`src/rtl/ag_io_page.sv`:
```
// ag_io_page: C0xx soft-switch / I-O page with keyboard latch, toggles, video-mode latch and interval timer NMI
// Ports: phi_2/reset clock and synchronous reset; AB/read/DO CPU bus; key_code/key_strobe keyboard;
//        dout/dout_en page read data; tape_out/beep/extra_tgl toggle outputs; vmode video latch; nmi request.
// Option AG_IO_VSYNC_NMI_EN: adds the vsync input; with period 0 the NMI follows vsync instead of the timer.
module ag_io_page #(
    parameter int         NUM_EXTRA  = 3,
    parameter int         TIMER_W    = 16,
    parameter int         PERIOD_RST = 20000,
    parameter logic [7:0] VMODE_RST  = 8'h00
) (
    input  logic                                       phi_2,
    input  logic                                       reset,
    input  logic [15:0]                                AB,
    input  logic                                       read,
    input  logic [7:0]                                 DO,
    input  logic [6:0]                                 key_code,
    input  logic                                       key_strobe,
`ifdef AG_IO_VSYNC_NMI_EN
    input  logic                                       vsync,
`endif
    output logic [7:0]                                 dout,
    output logic                                       dout_en,
    output logic                                       tape_out,
    output logic                                       beep,
    output logic [(NUM_EXTRA > 0 ? NUM_EXTRA : 1)-1:0] extra_tgl,
    output logic [7:0]                                 vmode,
    output logic                                       nmi
);
    localparam int EW = NUM_EXTRA > 0 ? NUM_EXTRA : 1;
    localparam logic [EW-1:0] XMASK = EW'((1 << NUM_EXTRA) - 1);
    logic               r_kflag, r_tape, r_beep, r_en, r_tflag;
    logic [6:0]         r_kcode;
    logic [EW-1:0]      r_extra;
    logic [7:0]         r_vmode;
    logic [TIMER_W-1:0] r_period, r_cnt;
    logic [15:0]        w_acc;
    logic [15:0]        w_wide;
    logic [TIMER_W-1:0] w_period_wr;
    logic               w_run;
    // one-hot group hit, zero when the address is outside the C0xx page
    assign w_acc = (AB[15:8] == 8'hC0) ? 16'(1) << AB[7:4] : 16'h0000;
    // high-byte write lands DO above the kept low byte; for an 8-bit timer this leaves period unchanged
    assign w_wide = {DO, r_period[7:0]};
    assign w_period_wr = AB[0] ? w_wide[TIMER_W-1:0] : (r_period & ~TIMER_W'(8'hFF)) | TIMER_W'(DO);
    assign w_run = r_en && r_period != '0;
    assign dout = !read ? 8'h00 : w_acc[0] ? {r_kflag, r_kcode} : w_acc[15] ? {r_tflag, r_en, 6'b0} : 8'h00;
    assign dout_en = read & (w_acc[0] | w_acc[15]);
    assign tape_out = r_tape;
    assign beep = r_beep;
    assign extra_tgl = r_extra;
    assign vmode = r_vmode;
`ifdef AG_IO_VSYNC_NMI_EN
    assign nmi = r_en & (r_period == '0 ? vsync : r_tflag);
`else
    assign nmi = r_en & r_tflag;
`endif
    always_ff @(posedge phi_2) begin
        if (reset) begin
            r_kflag  <= 1'b0;
            r_kcode  <= 7'h00;
            r_tape   <= 1'b0;
            r_beep   <= 1'b0;
            r_extra  <= '0;
            r_vmode  <= VMODE_RST;
            r_period <= TIMER_W'(PERIOD_RST);
            r_cnt    <= '0;
            r_en     <= 1'b0;
            r_tflag  <= 1'b0;
        end else begin
            if (key_strobe) begin
                r_kcode <= key_code;
                r_kflag <= 1'b1;
            end else if (w_acc[1]) begin
                r_kflag <= 1'b0;
            end
            if (w_acc[2]) r_tape <= ~r_tape;
            if (w_acc[3]) r_beep <= ~r_beep;
            r_extra <= r_extra ^ (w_acc[8 +: EW] & XMASK);
            if (AB[15:8] == 8'hC7) r_vmode <= AB[7:0];
            // start/stop accesses take priority over an expiry in the same cycle
            if (w_acc[4]) begin
                r_en    <= 1'b1;
                r_tflag <= 1'b0;
                r_cnt   <= r_period;
            end else if (w_acc[5]) begin
                r_en    <= 1'b0;
                r_tflag <= 1'b0;
            end else if (w_run) begin
                r_tflag <= r_cnt == TIMER_W'(1) ? 1'b1 : r_tflag;
                r_cnt   <= r_cnt == TIMER_W'(1) ? r_period : r_cnt - TIMER_W'(1);
            end
            if (w_acc[6] && !read) r_period <= w_period_wr;
        end
    end
endmodule

```
`config.mk`:
```
export PLATFORM = sky130hd
export DESIGN_NAME = ag_io_page
export DESIGN_NICKNAME = d
export VERILOG_FILES = /design/src/rtl/ag_io_page.sv
export SDC_FILE = /design/constraint.sdc
export NUM_CORES = 1
export LEC_CHECK = 0
export CAP_MARGIN = 20
export CORE_ASPECT_RATIO = 1.2
export CORE_MARGIN = 10
export CORE_UTILIZATION = 55
export DETAILED_ROUTE_END_ITERATION = 6
export PLACE_DENSITY = 0.85
export SKIP_CTS_REPAIR_TIMING = 1
export SLEW_MARGIN = 25
export SYNTH_ARGS = -nofsm -noshare
export SYNTH_HDL_FRONTEND = slang
export SYNTH_SLANG_ARGS = --single-unit
```
`constraint.sdc`:
```
create_clock -name phi_2 -period 5 [get_ports phi_2]
set_input_delay 1 -clock phi_2 [delete_from_list [all_inputs] [get_ports phi_2]]
set_output_delay 1 -clock phi_2 [all_outputs]
set_load 0.05 [all_outputs]
```
==> qor.yml <==
grt_pass1_wl_mm: 11.8
via_per_inst: 5.85
drv_slew: 0
synth_cells: 326
nNetsFinal: 410
slew_headroom: 0.366
syn2layout_area_growth_pct: 22.7
ctsHtreeMaxLevel: 2
hold_class: "reg -> reg"
setup_viol: 0
setup_tns_ps: 0
maxCapViolCount: 0
ant_nets: 0
route.vias.total: 2539
holdPathStages: 2
grt_max_degree: 67
cts_made_buffers: 5
grt.overflow.total: 0
cp-start-kind: "input port"
drt_iter0_markers: 183
netlist-cell-type-count: 49
synth-edff-count: 0
cts_tree: "done"
cts_sinks: 55
synth_area_leaders: "dfxtp_1, mux2i_1, nor2_1, o32ai_1, nand2b_1"
vdd_drop_max_uv: 153
rrSetupSlack_ps: 2630
post_synth.cell_area_avg_um2: 8.80
hold_viol_final: 0
nFillCells: 388
die_h_um: 99.1
crit_type: "in -> out"
ys_warn_count: 0
core_area_mm2: 0.00501
dpl.hpwl_mm: 5.27
drc: 0
leakage_nw: 1.52
drive_above_1_share: 0.0615
die_w_um: 85.9
cts.clk_slew.worst_paths_ps: 90
postLayoutCellArea_mm2: 0.00352
place.gp.congestion: 0.934
crit_required_ps: 4000
clock-root-buffer: "clkbuf_8"
syn_nets: 363
fin_hold_ws_ps: 485
grt_pass1_vias: 2514
fin_skew_ps: 11.4
rsz0062_at_grt: "no"
io_buffers: 57
track_usage: 0.163
antenna_found_initial: 0
wirelength_mm: 7.11
end_kind: "output pin"
wl_per_cell_um: 16.4
finalCritPeriodShare: 0.908
rr_worst_depth: 8
initial_utilization: 0.573
yosysTopAreaCellShare: 0.384
first_pass_iters: 4
ios: 58
status: "complete, no violations"
synth.ff_latch_count: 55
clock_latency_ps: 310
fmax_mhz: 220
min_period_ps: 4540
synth_top_area_cell: "dfxtp_1"
p_per_area_mw_per_mm2: 215
worst_pin_slew_ps: 952
synth-main-ff-cell: "dfxtp_1"
placed_cell_area_mm2: 0.00343
worst-path-max-fanout: 6
synth_common_cells: "dfxtp_1, nor2_1, mux2i_1"
yosysMostFrequentCell: "dfxtp_1"
cp_data_arrival_time_ps: 3540
clockBufferDepth: 2
ys_seq_area_frac: 0.384
die_area_mm2: 0.00852
n_antenna_cell: 0
synthesis.area_mm2: 0.00287
async_reset_ff_frac: 0
rows: 28
==> cells in the final DEF, fill, tap and decap left out, types with 8 or more instances in the layout <==
master,n
nand2b_1,15
a21oi_1,15
nor4_1,8
dfxtp_1,55
nor2_1,52
and2_1,9
nor3_1,10
clkdlybuf4s50_1,56
inv_1,11
a22oi_1,8
o32ai_1,12
mux2i_1,34
nand2_1,14
==> final timing paths <==
check                    to  startpoint
hold / removal    r_cnt[14]   r_cnt[14]
setup reg to reg   r_cnt[3]    r_cnt[1]
hold reg to reg   r_cnt[14]   r_cnt[14]
setup / recovery    dout[3]       AB[8]
==> worst max-delay path, cell delays in order <==
cell	delay [ps]
clkdlybuf4s50_1	430
nor4b_1	570
and2_1	290
and3_1	270
and2_1	170
clkdlybuf4s50_1	810
==> power breakdown <==
part | internal [mW] | switching (mW) | total [mW]
Combinational | 0.0340 | 0.0268 | 0.0608
Sequential | 0.442 | 0.00220 | 0.444
Clock | 0.102 | 0.150 | 0.252
Total | 0.578 | 0.179 | 0.757
==> state kept, by name, summed over array words and instances, names as in the netlist <==
| register | count |
|---|---|
| r_kflag | 1 |
| vmode | 8 |
| beep | 1 |
| extra_tgl | 3 |
| r_en | 1 |
| r_cnt | 16 |
| tape_out | 1 |
| r_tflag | 1 |
| r_period | 16 |
| r_kcode | 7 |
==> metal layers <==
layer | vias to the layer above | share of wire | global-route usage
met3 | 16 | 0.080 | 0.0588
met2 | 92 | 0.48 | 0.272
met1 | 1162 | 0.41 | 0.187
met5 | - | 0 | 0
li1 | 1269 | - | -
met4 | 0 | 0.020 | 0.0571
==> cell type report <==
class,count,area [µm²],area share
multi-input combinational,240,1620,0.461
sequential,55,1100,0.313
timing repair buffer,60,591,0.168
tap,60,75.1,0.0213
clock buffer,5,68.8,0.0195
inverter,11,41.3,0.0117
clock inverter,3,22.5,0.00640
==> stage by stage <==
step	total power, mW	setup slack, ps	utilization	cells
floorplan	0.482	1580	-	326
global placement	0.514	562	0.684	426
detailed placement	0.515	477	0.684	426
CTS	0.765	464	0.702	434
global route	0.786	252	0.703	434
finish	0.757	458	0.703	434
==> cells by family after synthesis <==
family / Yosys count / synth area share
AND/OR/NAND/NOR: 145 / 0.274
flip-flops: 55 / 0.384
AO/OA/AOI/OAI: 53 / 0.143
multiplexers: 35 / 0.124
buffers and inverters: 31 / 0.0510
XOR/XNOR: 5 / 0.0153
adder cells (fa/ha/maj): 2 / 0.00872
Power figures use the tool's default switching activity.
